## src/rtl/trade_pkg.sv

```systemverilog
// Shared definitions for the trade report path: frame constants, serialiser
// state encoding and the layout of the 32-bit trade record.
package trade_pkg;

    localparam logic [7:0] SYNC_BYTE_DEFAULT = 8'hA5;
    localparam int         FRAME_LEN         = 6;
    localparam int         REC_WIDTH         = 32;
    localparam int         FIELD_W           = 8;

    // Record layout {price, qty, buy_id, sell_id}, MSB first.
    localparam int PRICE_LSB = 24;
    localparam int QTY_LSB   = 16;
    localparam int BUY_LSB   = 8;
    localparam int SELL_LSB  = 0;

    typedef enum logic [2:0] {
        ST_IDLE  = 3'd0,
        ST_HDR   = 3'd1,
        ST_PRICE = 3'd2,
        ST_QTY   = 3'd3,
        ST_BUY   = 3'd4,
        ST_SELL  = 3'd5,
        ST_CSUM  = 3'd6
    } tx_state_e;

    function automatic logic [REC_WIDTH-1:0] pack_record(
        input logic [7:0] price,
        input logic [7:0] qty,
        input logic [7:0] buy,
        input logic [7:0] sell
    );
        return {price, qty, buy, sell};
    endfunction

    function automatic logic [7:0] frame_csum(input logic [REC_WIDTH-1:0] rec);
        return rec[PRICE_LSB +: FIELD_W] ^ rec[QTY_LSB +: FIELD_W] ^
               rec[BUY_LSB +: FIELD_W] ^ rec[SELL_LSB +: FIELD_W];
    endfunction

endpackage

```

## src/rtl/trade_fifo.sv

```systemverilog
// Synchronous FIFO with registered occupancy; a push while full is only
// accepted when a pop frees a slot in the same cycle. No fall-through.
module trade_fifo #(
    parameter int WIDTH = 32,
    parameter int DEPTH = 4
) (
    input  logic                     clk,
    input  logic                     rst_n,
    input  logic                     push_i,
    input  logic [WIDTH-1:0]         wdata_i,
    input  logic                     pop_i,
    output logic [WIDTH-1:0]         rdata_o,
    output logic                     full_o,
    output logic                     empty_o,
    output logic [$clog2(DEPTH):0]   level_o
);

    localparam int AW = $clog2(DEPTH);

    logic [WIDTH-1:0] mem_q [DEPTH];
    logic [AW-1:0]    wr_ptr_q;
    logic [AW-1:0]    rd_ptr_q;
    logic [AW:0]      count_q;
    logic             do_push;
    logic             do_pop;

    assign empty_o = (count_q == '0);
    assign full_o  = (count_q == (AW+1)'(DEPTH));
    assign do_pop  = pop_i && !empty_o;
    assign do_push = push_i && (!full_o || do_pop);
    assign rdata_o = mem_q[rd_ptr_q];
    assign level_o = count_q;

    always_ff @(posedge clk or negedge rst_n) begin
        if (!rst_n) begin
            wr_ptr_q <= '0;
            rd_ptr_q <= '0;
            count_q  <= '0;
        end else begin
            if (do_push) begin
                wr_ptr_q <= wr_ptr_q + 1'b1;
            end
            if (do_pop) begin
                rd_ptr_q <= rd_ptr_q + 1'b1;
            end
            count_q <= count_q + {{AW{1'b0}}, do_push} - {{AW{1'b0}}, do_pop};
        end
    end

    // Storage needs no reset; occupancy alone decides what is readable.
    always_ff @(posedge clk) begin
        if (do_push) begin
            mem_q[wr_ptr_q] <= wdata_i;
        end
    end

endmodule

```

## src/rtl/trade_report_tx.sv

```systemverilog
// Buffers trade pulses and serialises each as a 6-byte frame
// (sync, price, qty, buy, sell, xor checksum) on a valid/ready byte stream.
module trade_report_tx
    import trade_pkg::*;
#(
    parameter int         FIFO_DEPTH = 4,
    parameter logic [7:0] SYNC_BYTE  = SYNC_BYTE_DEFAULT
) (
    input  logic                          CLK,
    input  logic                          RESET_N,
    input  logic                          trade_valid,
    input  logic [7:0]                    trade_price,
    input  logic [7:0]                    trade_qty,
    input  logic [7:0]                    buy_id,
    input  logic [7:0]                    sell_id,
    output logic [7:0]                    tx_byte,
    output logic                          tx_valid,
    input  logic                          tx_ready,
    output logic                          tx_last,
    output logic [7:0]                    drop_count,
    output logic [$clog2(FIFO_DEPTH):0]   fifo_level
);

    tx_state_e            state_q;
    logic [REC_WIDTH-1:0] shadow_q;
    logic [7:0]           tx_byte_q;
    logic                 tx_valid_q;
    logic                 tx_last_q;
    logic [7:0]           drop_q;
    logic [7:0]           drop_d;

    logic [REC_WIDTH-1:0] fifo_rdata;
    logic                 fifo_full;
    logic                 fifo_empty;
    logic                 accept;
    logic                 pop;
    logic                 drop;

    assign accept = tx_valid_q && tx_ready;
    assign pop    = !fifo_empty &&
                    ((state_q == ST_IDLE) || (state_q == ST_CSUM && accept));
    assign drop   = trade_valid && fifo_full && !pop;

    trade_fifo #(
        .WIDTH (REC_WIDTH),
        .DEPTH (FIFO_DEPTH)
    ) u_fifo (
        .clk     (CLK),
        .rst_n   (RESET_N),
        .push_i  (trade_valid),
        .wdata_i (pack_record(trade_price, trade_qty, buy_id, sell_id)),
        .pop_i   (pop),
        .rdata_o (fifo_rdata),
        .full_o  (fifo_full),
        .empty_o (fifo_empty),
        .level_o (fifo_level)
    );

    // Each branch loads the byte for the state being entered, so the stream
    // outputs are registered and simply hold while the sink stalls.
    always_ff @(posedge CLK or negedge RESET_N) begin
        if (!RESET_N) begin
            state_q    <= ST_IDLE;
            shadow_q   <= '0;
            tx_byte_q  <= '0;
            tx_valid_q <= 1'b0;
            tx_last_q  <= 1'b0;
        end else begin
            case (state_q)
                ST_IDLE: begin
                    if (pop) begin
                        shadow_q   <= fifo_rdata;
                        state_q    <= ST_HDR;
                        tx_byte_q  <= SYNC_BYTE;
                        tx_valid_q <= 1'b1;
                        tx_last_q  <= 1'b0;
                    end
                end
                ST_HDR: begin
                    if (accept) begin
                        state_q   <= ST_PRICE;
                        tx_byte_q <= shadow_q[PRICE_LSB +: FIELD_W];
                    end
                end
                ST_PRICE: begin
                    if (accept) begin
                        state_q   <= ST_QTY;
                        tx_byte_q <= shadow_q[QTY_LSB +: FIELD_W];
                    end
                end
                ST_QTY: begin
                    if (accept) begin
                        state_q   <= ST_BUY;
                        tx_byte_q <= shadow_q[BUY_LSB +: FIELD_W];
                    end
                end
                ST_BUY: begin
                    if (accept) begin
                        state_q   <= ST_SELL;
                        tx_byte_q <= shadow_q[SELL_LSB +: FIELD_W];
                    end
                end
                ST_SELL: begin
                    if (accept) begin
                        state_q   <= ST_CSUM;
                        tx_byte_q <= frame_csum(shadow_q);
                        tx_last_q <= 1'b1;
                    end
                end
                ST_CSUM: begin
                    if (accept) begin
                        tx_last_q <= 1'b0;
                        if (pop) begin
                            shadow_q  <= fifo_rdata;
                            state_q   <= ST_HDR;
                            tx_byte_q <= SYNC_BYTE;
                        end else begin
                            state_q    <= ST_IDLE;
                            tx_byte_q  <= '0;
                            tx_valid_q <= 1'b0;
                        end
                    end
                end
                default: begin
                    state_q    <= ST_IDLE;
                    tx_byte_q  <= '0;
                    tx_valid_q <= 1'b0;
                    tx_last_q  <= 1'b0;
                end
            endcase
        end
    end

    always_comb begin
        drop_d = drop_q;
        if (drop && drop_q != 8'hFF) begin
            drop_d = drop_q + 8'd1;
        end
    end

    always_ff @(posedge CLK or negedge RESET_N) begin
        if (!RESET_N) begin
            drop_q <= '0;
        end else begin
            drop_q <= drop_d;
        end
    end

    assign tx_byte    = tx_byte_q;
    assign tx_valid   = tx_valid_q;
    assign tx_last    = tx_last_q;
    assign drop_count = drop_q;

endmodule

```

## config.mk

```make
export PLATFORM = sky130hd
export DESIGN_NAME = trade_report_tx
export DESIGN_NICKNAME = d
export VERILOG_FILES = /design/src/rtl/trade_pkg.sv /design/src/rtl/trade_fifo.sv /design/src/rtl/trade_report_tx.sv
export SDC_FILE = /design/constraint.sdc
export NUM_CORES = 1
export LEC_CHECK = 0
export ABC_AREA = 1
export BUFFER_PORTS_ARGS = -buffer_cell sky130_fd_sc_hd__buf_2
export CAP_MARGIN = 40
export CORE_MARGIN = 10
export CORE_UTILIZATION = 61
export CTS_BUF_LIST = sky130_fd_sc_hd__clkbuf_2 sky130_fd_sc_hd__clkbuf_4 sky130_fd_sc_hd__clkbuf_8
export DETAILED_ROUTE_END_ITERATION = 8
export MAX_ROUTING_LAYER = met4
export PLACE_DENSITY_LB_ADDON = 0.2
export REMOVE_ABC_BUFFERS = 1
export SLEW_MARGIN = 15
export SYNTH_ARGS = -nofsm -noshare
export SYNTH_HDL_FRONTEND = slang
export SYNTH_SLANG_ARGS = --single-unit
export TNS_END_PERCENT = 50
```

## constraint.sdc

```tcl
create_clock -name CLK -period 5.3 [get_ports CLK]
set_input_delay 1.325 -clock CLK [delete_from_list [all_inputs] [get_ports CLK]]
set_output_delay 1.325 -clock CLK [all_outputs]
set_load 0.01 [all_outputs]
```

* After elaboration in Yosys (flattened, before gate mapping) *
Memory sizes are Yosys's and may differ from the RTL's.
Cells that the tools add are included.

storage, ports and cells
  register bits = 60
  bits in writable memories = 128
  input port bits = 36
  output and inout bits = 21
  word-level logic and storage cells = 89
  memories = 1

memory list
  memory        depth  bits a word  rd ports  clocked after memory_dff  wr ports  RTL line          text
  u_fifo.mem_q  4      32           1         0                         1         trade_fifo.sv:20  logic [WIDTH-1:0] mem_q [DEPTH];

cells by class
  $add $sub $neg = 5
  equal/unequal tests = 16
  muxes and demuxes = 31
  bitwise gates (word level) = 5
  reduce and logical (&&, ||, !) cells = 22

operators by type and width
  cell                                                              count
  32-bit two-way mux                                                2
  8-bit two-way mux                                                 8
  32-bit one-hot mux with 2 select lines                            1
  8-bit one-hot mux with 7 select lines                             1
  8-bit XOR                                                         3
  3-bit two-way mux                                                 7
  3-bit one-hot mux with 7 select lines                             1
  2-bit inequality test (second input constant)                     8
  3-bit == test (second input constant)                             4
  1-bit two-way mux                                                 9
  8-bit by 1-bit adder with 8-bit output (second input constant)    1
  1-bit logical AND                                                 8
  8-bit inequality test (second input constant)                     1
  4-bit AND reduction                                               2
  7-bit AND reduction                                               1
  3-bit by 2-bit == test with 1-bit output (second input constant)  2
  3-bit zero test                                                   2
  5-bit OR reduction                                                1
  2-bit by 1-bit adder with 2-bit output (second input constant)    2
  1-bit one-hot mux with 4 select lines                             1
  4-bit OR reduction                                                1
  3-bit by 1-bit adder with 3-bit output                            1
  3-bit by 1-bit == test with 1-bit output (second input constant)  1
  1-bit zero test                                                   3
  other kinds (6)                                                   8

* Depth between registers and ports, before layout *
Gate-level depths: netlist of run 1.

  word-level depth = 9
  depth in mapped cells = 14
  gate-level depth less buffers = 12

* By module *
A second synthesis of run 1 with hierarchy kept.

second synthesis, totals
  cells, all modules = 820
  area total of the unflattened synthesis = 8295.5 sq um

modules (own cells, without submodules)
  module           instances  cells each  area an instance (sq um)  seq. area each (sq um)
  trade_fifo       1          395         5251.3                    4018.9
  trade_report_tx  1          425         3044.2                    1326.3

* Worst setup path before layout of run 1 *
No wires, ideal clock.

  kind = input port to flip-flop
  from = input tx_ready
  to = memory u_fifo.mem_q[0][0], enable pin
  library setup time = 0.421 ns
  arrival = 3.151 ns
  data required time = 4.879 ns
  setup slack = 1.728 ns
  stages on the path = 6
  path buffers = 0
  cells stage by stage = nand2_1 > inv_1 > nand3_1 > nand4_2 > nand2_2 > nor2_1

on the way
  cells in the longest elaborated chain, start to end = 9

ends and longest elaborated chain
  what                                     RTL line               text
  from (decl)                              trade_report_tx.sv:18  input logic tx_ready,
  1-bit logical AND                        trade_report_tx.sv:39  assign accept = tx_valid_q && tx_ready;
  1-bit logical AND                        trade_report_tx.sv:41  ((state_q == ST_IDLE) || (state_q == ST_CSUM && accept));
  1-bit logical OR                         trade_report_tx.sv:41
  1-bit logical AND                        trade_report_tx.sv:40  assign pop = !fifo_empty &&
  1-bit logical AND                        trade_fifo.sv:29       assign do_pop = pop_i && !empty_o;
  1-bit logical OR                         trade_fifo.sv:30       assign do_push = push_i && (!full_o || do_pop);
  1-bit logical AND                        trade_fifo.sv:30
  1-bit two-way mux                        trade_fifo.sv:52       if (do_push) begin
  1-bit two-way mux (implied by the code)  trade_fifo.sv:53       mem_q[wr_ptr_q] <= wdata_i;
  to (decl)                                trade_fifo.sv:20

No other way between the ends.

* Final worst setup path of run 1 *
  from = input tx_ready
  to = register u_fifo.count_q[2] (netlist: u_fifo.level_o[2])

on the way
  cells in the longest elaborated chain, start to end = 9

ends and longest elaborated chain
  what                                           RTL line               text
  1-bit logical AND *                            trade_report_tx.sv:39
  1-bit logical AND *                            trade_report_tx.sv:41
  1-bit logical OR *                             trade_report_tx.sv:41
  1-bit logical AND *                            trade_report_tx.sv:40
  1-bit logical AND *                            trade_fifo.sv:29
  1-bit logical OR                               trade_fifo.sv:30
  1-bit logical AND                              trade_fifo.sv:30
  3-bit by 1-bit adder with 3-bit output         trade_fifo.sv:46       count_q <= count_q + {{AW{1'b0}}, do_push} - {{AW{1'b0}}, do_pop};
  3-bit by 1-bit subtractor with 3-bit output *  trade_fifo.sv:46
  to (signal assigned)                           trade_fifo.sv:46
  to (decl)                                      trade_fifo.sv:23       logic [AW:0] count_q;

Every way passes the cells marked *; elsewhere a longest branch is shown, timed or not.
A chain may end at the register's enable or synchronous reset.

==> results of run 1 <==
placed cells by master, fill, tap and decap left out, types with 5 or more instances in the layout:
cell / count
inv_6: 6
buf_4: 11
nor2_2: 5
clkinvlp_4: 5
xor2_1: 19
o21ai_0: 82
o22ai_1: 32
clkbuf_8: 17
inv_1: 38
dfrtp_1: 60
nor2_1: 85
nand3_1: 37
xnor2_1: 14
ha_1: 7
nand2_1: 180
edfxtp_1: 128
o21ai_1: 11
buf_2: 56
per-layer routing:
layer	part of all wire, %	routed length, um	vias up
met2	51	8701	166
met4	2.5	434	0
met1	42	7191	2786
met3	4.6	781	35
li1	-	-	2670
met5	0	0	-
logic make-up after synthesis:
family / after synthesis / synth area share (%)
AOI/OAI and AO/OA: 129 / 8.722
DFF: 188 / 66.42
xor gates and xnor gates: 33 / 3.591
buffers and inverters: 73 / 3.840
and+or+nand+nor: 320 / 16.09
adders and majority gates: 8 / 1.337
cell usage after synthesis:
| library cell | count | share of area [%] |
|---|---|---|
| nand2_2 | 1 | 0.078 |
| ha_1 | 7 | 1.1 |
| buf_1 | 1 | 0.047 |
| nand3_1 | 37 | 2.3 |
| nor2_1 | 89 | 4.2 |
| nand2_4 | 1 | 0.14 |
| xor2_1 | 19 | 2.1 |
| o21ai_4 | 1 | 0.20 |
| nand4_1 | 4 | 0.31 |
| nand3b_1 | 1 | 0.093 |
| inv_1 | 38 | 1.8 |
| xnor2_1 | 14 | 1.5 |
| o22ai_1 | 32 | 2.5 |
| o21ai_0 | 82 | 5.1 |
| nor2_2 | 1 | 0.078 |
| a21oi_1 | 1 | 0.062 |
| nand2_1 | 180 | 8.4 |
| nand4_2 | 1 | 0.16 |
| nor3_1 | 4 | 0.25 |
| o21a_1 | 2 | 0.19 |
| fa_1 | 1 | 0.25 |
| edfxtp_1 | 128 | 48 |
| buf_4 | 5 | 0.47 |
| clkbuf_1 | 13 | 0.61 |
| o21ai_1 | 11 | 0.68 |
| inv_2 | 3 | 0.14 |
| dfrtp_1 | 60 | 19 |
| buf_2 | 13 | 0.81 |
| nor2_4 | 1 | 0.14 |
worst max-delay path, stage by stage:
cell	delay (ps)
buf_2	80
nand2_1	50
nor2_1	190
o21ai_4	60
buf_4	230
inv_2	540
ha_1	360
inv_1	70
ha_1	150
inv_1	60
fa_1	390
xnor2_1	150
sequential cells by signal (all words and copies together) (netlist names):
signal,cells
shadow_q,32
tx_valid,1
u_fifo.level_o,3
tx_byte,8
u_fifo.rd_ptr_q,2
state_q,3
tx_last,1
drop_count,8
u_fifo.wr_ptr_q,2
u_fifo.mem_q,128
area by class of cell:
type | count | area [sq um]
Sequential cell | 188 | 5345
Fill cell | 927 | 3830
Clock buffer | 17 | 234.0
Multi-Input combinational cell | 490 | 2404
Tap cell | 172 | 215.2
Timing Repair Buffer | 70 | 429.2
Clock inverter | 15 | 162.7
Inverter | 41 | 153.9
power breakdown:
part / switching (mW) / total, mW / internal [mW]
combinational: 0.308 / 0.445 / 0.137
sequential: 0.0824 / 1.91 / 1.82
clock: 0.520 / 0.946 / 0.426
total: 0.911 / 3.30 / 2.39
worst min path at each step:
stage	startpoint	to	slack, ps	cells past startpoint
2_1_floorplan	shadow_q[20]	shadow_q[20]	490	2
3_3_place_gp	tx_last	tx_last	490	1
3_5_place_dp	tx_last	tx_last	490	1
4_1_cts	tx_last	tx_last	520	1
5_1_grt	tx_last	tx_last	550	1
6_report	tx_last	tx_last	510	1
metrics by stage:
step                total power, mW  hold WS [ps]  utilization [%]  std cells
floorplan                     2.167         490.3                -        719
global placement              2.342         490.2            66.39        958
detailed placement            2.388         494.7            66.91        961
CTS                           3.317         515.1            70.02        993
global route                  3.451         546.4            70.02        993
finish                        3.296         506.4            70.02        993
==> flow_metrics.tcl, run 1 <==
set metrics [dict create \
    drc 0 \
    p_per_area_mw_per_mm2 368.6 \
    post_cts_buffers 0 \
    cts-htree-levels 4 \
    ys_warn_count 0 \
    use_met3_pct 3.932 \
    layout-drive-gt1-share_pct 13.89 \
    r2r_end "u_fifo.level_o[2]" \
    first_pass_iters 5 \
    hold_class "reg2reg" \
    synth_area_sq_mm 0.008048 \
    ys_ff_latch 188 \
    slew_headroom_pct 41.55 \
    maxCapViolCount 0 \
    grt.total_usage_pct 20.08 \
    syn_inst 751 \
    dp_slack_ps 1502 \
    cts-root-buf "clkbuf_8" \
    cts_resized 0 \
    ff2ff_setup_slack_ps 2160 \
    p_leak_nw 3.849 \
    worst-setup-path-type "in2reg" \
    place_area_sq_mm 0.008547 \
    irDropWorstVdd_v 0.0002414 \
    grt_pass1_wl_um 28390 \
    ant_nets 0 \
    layout_setup_ws_ps 1996 \
    crit_end "u_fifo.level_o[2]" \
    grt_setup_unrepaired "false" \
    cp-end-kind "register" \
    required_ps 5670 \
    grt_overflow 0 \
    start_util_pct 63.00 \
    synth_seq_area_share_pct 66.42 \
    met1_usage_pct 23.89 \
    crit_arrival_ps 3670 \
    worst_pin_slew_ps 870.9 \
    dieWidth_um 134.9 \
    area.growth.synth_to_final_pct 11.13 \
    grt_max_degree 67 \
    drt-vias-per-instance 5.697 \
    timing.rr.start "state_q[2]" \
    status "completed" \
    antenna_cells 0 \
    use_met2_pct 32.50 \
    final_cell_area_sq_mm 0.008944 \
    drt_wl_total_um 17110 \
    grt.busiest_layer "met2" \
    via_count 5657 \
    clk_latency_ps 470 \
    antenna_found_initial 0 \
    die_area_sq_mm 0.01819 \
    die_h_um 134.9 \
    gp_congestion 0.9028 \
    reg2regPathDepth 13 \
    port_buffers 56 \
    coreArea_sq_mm 0.01277 \
    skew_ps 13.71 \
    wl_per_cell_um 17.23 \
    cts_max_path_buffers 2 \
    min_period_ps 3304 \
    finalNetCount 852 \
    drt_iter0_drc 447 \
    hold_buffers 0 \
    start_kind "input pin" \
    clk_pin_slew_ps 100 \
    hold_violations 0 \
    cp_max_fo 42 \
    fmax_mhz 302.6 \
    numCtsBuffers 17 \
    slew_violations 0 \
    setup_tns_ps 0 \
    setup_violations 0 \
    synth_cell_types 29 \
    syn_area_per_cell_sq_um 10.72 \
    cts_tree "built" \
    dp_hpwl_um 11340 \
    pin_count 57 \
    rows 41 \
    grt_pass1_vias 5762 \
    clock_sinks 188 \
    period_share_pct 62.34 \
    startpoint "tx_ready" \
]
(Power assumes the default switching activity.)
==> inputs of run 2 (changes only) <==
--- a/config.mk
+++ b/config.mk
@@ -9,7 +9,7 @@
 export BUFFER_PORTS_ARGS = -buffer_cell sky130_fd_sc_hd__buf_2
 export CAP_MARGIN = 40
 export CORE_MARGIN = 10
-export CORE_UTILIZATION = 61
+export CORE_UTILIZATION = 56
 export CTS_BUF_LIST = sky130_fd_sc_hd__clkbuf_2 sky130_fd_sc_hd__clkbuf_4 sky130_fd_sc_hd__clkbuf_8
 export DETAILED_ROUTE_END_ITERATION = 8
 export MAX_ROUTING_LAYER = met4
==> constraint.sdc (replaced) <==
create_clock -name CLK -period 2.67 [get_ports CLK]
set_input_delay 0.6675 -clock CLK [delete_from_list [all_inputs] [get_ports CLK]]
set_output_delay 0.6675 -clock CLK [all_outputs]
set_load 0.01 [all_outputs]
==> run 2 against run 1 <==
Effect of this change:
- final cell count increased by 1.0%
- critical endpoint unchanged
- largest power group unchanged
- power increased by 100%
- die area grew 7.6%
- global-route usage fell by 1.6 points
- via count fell by 1.2%
==> flow_metrics.tcl, run 2 (synthesis gave the netlist of run 1 again) <==
set metrics [dict create \
    status "completed" \
    cts_max_path_buffers 2 \
    r2r_end "u_fifo.level_o[2]" \
    irDropWorstVdd_v 0.0004262 \
    crit_buf_inv 3 \
    cp_slowest_stage_delay_ps 500 \
    cp-end-kind "register" \
    finalNonFillerCells 1003 \
    wl_per_cell_um 17.06 \
    skew_ps 13.22 \
    crit_path_frequent_cell "inv_1" \
    layout_commonest_cell "nand2_1" \
    finalNetCount 854 \
    rows 43 \
    timing.rr.start "state_q[1]" \
    path_cells "inv_1, nor2_1, nand3_1, nand4_2, nand2_2, inv_1, ha_1, inv_1, fa_1, xnor2_1" \
    die_area_sq_mm 0.01957 \
    hold_violations 0 \
    drt_iter0_drc 400 \
    cp_max_fo 7 \
    grt_pass1_wl_um 28610 \
    p_leak_nw 3.879 \
    post_cts_buffers 0 \
    dieWidth_um 139.9 \
    cts_resized 0 \
    die_h_um 139.9 \
    port_buffers 56 \
    slew_violations 0 \
    slew_headroom_pct 47.41 \
    drc 0 \
    reg2regPathDepth 10 \
    via_count 5587 \
    area.growth.synth_to_final_pct 12.13 \
    layout_common_cells "180 x nand2_1, 128 x edfxtp_1, 85 x nor2_1" \
    ff2ff_setup_slack_ps 430 \
    cts-htree-levels 4 \
    worst-setup-path-type "reg2reg" \
    hold_buffers 0 \
    gp_congestion 0.8938 \
    required_ps 3030 \
    setup_violations 0 \
    ant_nets 0 \
    regMostFlops "u_fifo.mem_q" \
    start_util_pct 57.53 \
    antenna_found_initial 0 \
    fillCellCount 1121 \
    crit_arrival_ps 2600 \
    grt_max_degree 44 \
    cts_tree "built" \
    maxCapViolCount 0 \
    utilization_pct 64.51 \
    dp_cells 971 \
    cts-root-buf "clkbuf_8" \
    largest_reg_flops 128 \
    dp_hpwl_um 11070 \
    pin_count 57 \
    p_per_area_mw_per_mm2 742.6 \
    clk_latency_ps 470 \
    grt_pass1_vias 5676 \
    min_period_ps 2239 \
    drt-vias-per-instance 5.570 \
    first_pass_iters 4 \
    grt_overflow 0 \
    start_kind "register" \
    clock_sinks 188 \
    antenna_cells 0 \
    hold_class "in2async" \
    clk_pin_slew_ps 90 \
    numCtsBuffers 17 \
    crit_family "simple AND/OR/NAND/NOR gates" \
    layout-drive-gt1-share_pct 14.22 \
    drt_wl_total_um 17110 \
    period_share_pct 83.86 \
    worst_pin_slew_ps 785.9 \
    cp_slowest_cell "dfrtp_1" \
    coreArea_sq_mm 0.01399 \
    largestRegisters "u_fifo.mem_q: 128 flops, shadow_q: 32 flops" \
    grt.total_usage_pct 18.51 \
    fmax_mhz 446.6 \
    grt_setup_unrepaired "false" \
]
-- run 2: worst register-to-register path, stage by stage (launching register included) --
cell,delay (ps)
dfrtp_1,500
inv_1,150
nor2_1,200
nand3_1,130
nand4_2,150
nand2_2,150
inv_1,140
ha_1,170
inv_1,50
fa_1,370
xnor2_1,130
-- run 2: worst max-delay path by stage --
stage | depth (start not counted) | slack, ps | from | end
floorplan | 6 | -250 | tx_ready | u_fifo.mem_q[0][0]
global placement | 11 | 430 | tx_ready | u_fifo.level_o[1]
detailed placement | 11 | 370 | tx_ready | u_fifo.level_o[2]
CTS | 10 | 450 | state_q[1] | u_fifo.level_o[2]
global route | 10 | 200 | state_q[1] | u_fifo.level_o[2]
finish | 10 | 430 | state_q[1] | u_fifo.level_o[2]
-- run 2: cell type report --
class,instances,area [sq um],share of cell area (%)
Sequential cell,188,5346,59.25
Multi-Input combinational cell,490,2404,26.64
Timing Repair Buffer,72,450.4,4.992
Clock buffer,19,255.2,2.829
Tap cell,180,225.2,2.496
Clock inverter,13,188.9,2.094
Inverter,41,153.9,1.705
-- run 2: metal layers --
| metal | part of all wire [%] | vias up | routed length, um | track usage (%) |
|---|---|---|---|---|
| li1 | - | 2675 | - | - |
| met2 | 51 | 133 | 8733 | 30.12 |
| met4 | 1.3 | 0 | 226 | 6.630 |
| met3 | 4.0 | 19 | 680 | 3.300 |
| met1 | 44 | 2760 | 7470 | 22.76 |
| met5 | 0 | - | 0 | - |
-- run 2: power breakdown --
part	internal, mW	leakage, nW	switching (mW)
sequential	3.62	1.94	0.159
combinational	0.287	1.72	0.595
clock	1.06	0.210	0.981
-- run 2: per-stage QoR --
| stage | TNS [ps] | area (sq um) | worst slack [ps] | hold slack, ps | power, mW |
|---|---|---|---|---|---|
| final | 0 | 9024 | 430.8 | 130.3 | 6.701 |
| after floorplan | -32340 | 7893 | -245.4 | 371.9 | 4.302 |
| after CTS | 0 | 9024 | 446.2 | 125.1 | 6.758 |
| after global routing | 0 | 9024 | 198.9 | 147.8 | 7.006 |
| after detailed placement | 0 | 8579 | 371.4 | 519.6 | 4.743 |
| after global placement | 0 | 8579 | 433.1 | 504.2 | 4.690 |
==> inputs of run 3 (changes only) <==
--- a/config.mk
+++ b/config.mk
@@ -9,7 +9,7 @@
 export BUFFER_PORTS_ARGS = -buffer_cell sky130_fd_sc_hd__buf_2
 export CAP_MARGIN = 40
 export CORE_MARGIN = 10
-export CORE_UTILIZATION = 56
+export CORE_UTILIZATION = 61
 export CTS_BUF_LIST = sky130_fd_sc_hd__clkbuf_2 sky130_fd_sc_hd__clkbuf_4 sky130_fd_sc_hd__clkbuf_8
 export DETAILED_ROUTE_END_ITERATION = 8
 export MAX_ROUTING_LAYER = met4
==> constraint.sdc (replaced) <==
create_clock -name CLK -period 2.3 [get_ports CLK]
set_input_delay 0.575 -clock CLK [delete_from_list [all_inputs] [get_ports CLK]]
set_output_delay 0.575 -clock CLK [all_outputs]
set_load 0.01 [all_outputs]
==> run 3 against run 2 <==
Effect of this change:
- clock-buffer cell count down 1
- register-to-register slack worse by 230 ps
- wire length increased by 2.0%
- combinational power up 24%
- die area decreased by 7.0%
- via count up 2.1%
- sequential power increased by 16%
- first-iteration DRC count increased by 32%
- fmax is 6.5% higher
- critical path type unchanged
==> flow_metrics.tcl, run 3 (synthesis gave the netlist of run 1 again) <==
set metrics [dict create \
    status "completed" \
    worst-setup-path-type "reg2reg" \
    switching_power_mw 2.020 \
    rows 41 \
    grt_max_degree 42 \
    slew_violations 0 \
    port_buffers 56 \
    drt_iter0_drc 529 \
    layout_commonest_cell "nand2_1" \
    grt_setup_unrepaired "false" \
    worst_pin_slew_ps 623.6 \
    numCtsBuffers 17 \
    layout_setup_ws_ps 197.4 \
    r2r_end "u_fifo.level_o[1]" \
    die_h_um 134.9 \
    largest_reg_flops 128 \
    cp_slowest_stage_delay_ps 480 \
    period_share_pct 91.42 \
    seqPwrFrac_pct 55.5 \
    fmax_mhz 475.6 \
    grt.total_usage_pct 20.59 \
    combPwrFrac_pct 13.8 \
    cp_slowest_cell "fa_1" \
    irDropWorstVdd_v 0.0006467 \
    final_cell_area_sq_mm 0.009115 \
    cts_tree "built" \
    maxCapViolCount 0 \
    wl_per_cell_um 17.37 \
    die_area_sq_mm 0.01819 \
    coreArea_sq_mm 0.01277 \
    min_period_ps 2103 \
    p_int_mw 5.887 \
    regMostFlops "u_fifo.mem_q" \
    skew_ps 13.80 \
    crit_arrival_ps 2460 \
    antenna_found_initial 0 \
    cp-end-kind "register" \
    largestRegisters "u_fifo.mem_q: 128 flops, shadow_q: 32 flops" \
    start_util_pct 63.00 \
    reg2regPathDepth 11 \
    cts_max_path_buffers 2 \
    area.growth.synth_to_final_pct 13.26 \
    finalNetCount 864 \
    clock_sinks 188 \
    p_per_area_mw_per_mm2 867.4 \
    antenna_cells 0 \
    first_pass_iters 7 \
    drc 0 \
    setup_violations 0 \
    via_count 5704 \
    switching_share_pct 25.54 \
    cts-root-buf "clkbuf_8" \
    clk_pin_slew_ps 100 \
    timing.rr.start "state_q[2]" \
    hold_violations 0 \
    clock_power_share_pct 30.8 \
    ant_nets 0 \
    slew_headroom_pct 58.27 \
    dieWidth_um 134.9 \
    path_cells "inv_2, nand2_4, inv_2, o21ai_4, inv_2, ha_1, inv_1, ha_1, inv_1, fa_1, inv_1" \
    ff2ff_setup_slack_ps 200 \
    hold_buffers 0 \
    layout-drive-gt1-share_pct 15.49 \
    drt_wl_total_um 17460 \
    drt-vias-per-instance 5.676 \
    pin_count 57 \
    p_leak_nw 3.944 \
    place_area_sq_mm 0.008656 \
    dp_hpwl_um 11440 \
    dp_slack_ps 182.0 \
    cp_max_fo 10 \
    grt_pass1_wl_um 29030 \
    grt_overflow 0 \
    required_ps 2660 \
    gp_congestion 0.8844 \
    clk_latency_ps 470 \
    cts-htree-levels 4 \
    layout_common_cells "180 x nand2_1, 128 x edfxtp_1, 85 x nor2_1" \
    start_kind "register" \
    grt_pass1_vias 5739 \
    hold_class "in2async" \
]
==> run 3: changes by cell type in the layout (fill, tap and decap cells not counted), sizes merged <==
| cell | delta |
|---|---|
| clkinv | +2 |
| clkbuf | -1 |
| bufinv | +1 |
| clkinvlp | -1 |
| inv | -1 |
| buf | +10 |
==> run 3: final cells by class <==
cell class	count	area [sq um]
flip-flops and latches	188	5348
well taps	172	215.2
clock buffers	18	241.5
fillers	931	3659
clock inverters	14	215.2
inverters	41	153.9
repair buffers	82	538.0
multi-input cells	490	2404
==> run 3: power by group through the flow <==
stage	Sequential, mW	Combinational, mW	Clock [mW]
final	4.39	1.09	2.43
after global routing	4.43	1.22	2.62
after CTS	4.38	1.11	2.47
after detailed placement	4.46	1.10	0
after global placement	4.43	1.08	0
after floorplan	4.46	0.529	0
==> run 3: worst max path at each step <==
| stage | start | endpoint | slack, ps | depth (start not counted) |
|---|---|---|---|---|
| 6_report | state_q[2] | u_fifo.level_o[1] | 200 | 11 |
| 5_1_grt | state_q[2] | u_fifo.level_o[1] | 10 | 12 |
| 4_1_cts | state_q[0] | u_fifo.level_o[1] | 140 | 11 |
| 3_5_place_dp | tx_ready | u_fifo.level_o[1] | 180 | 11 |
| 3_3_place_gp | tx_ready | u_fifo.level_o[1] | 200 | 11 |
| 2_1_floorplan | state_q[1] | u_fifo.mem_q[0][0] | -530 | 6 |
==> run 3: what timing repair did <==
item	CTS	global route
endpoints found under the setup margin	0	2
resized for setup	0	2
endpoints found under the hold margin	0	0
setup buffers	0	0
==> run 3: per-layer routing <==
layer	GRT usage (%)	part of all wire, %	vias to the layer above
met5	-	0	-
met4	7.134	1.8	0
met3	3.783	6.3	33
met2	33.10	49	208
met1	25.84	43	2772
li1	-	-	2691
==> run 3: metrics by stage <==
stage,hold WS (ps),utilization [%],instances,setup TNS (ps),total power [mW]
after floorplan,279.4,-,719,-81340,4.994
after global placement,473.9,67.76,973,0,5.505
after detailed placement,495.4,67.76,973,0,5.552
after CTS,110.2,71.34,1005,0,7.956
after global routing,141.0,71.36,1005,0,8.268
final,123.7,71.36,1005,0,7.906
==> run 3: critical path, delay by kind of cell (launching register included) <==
kind,cells,cell delay [ps]
adders and majority gates,3,870
DFF,1,450
buffers and inverters,6,380
AOI/OAI and AO/OA,1,160
and+or+nand+nor,1,130
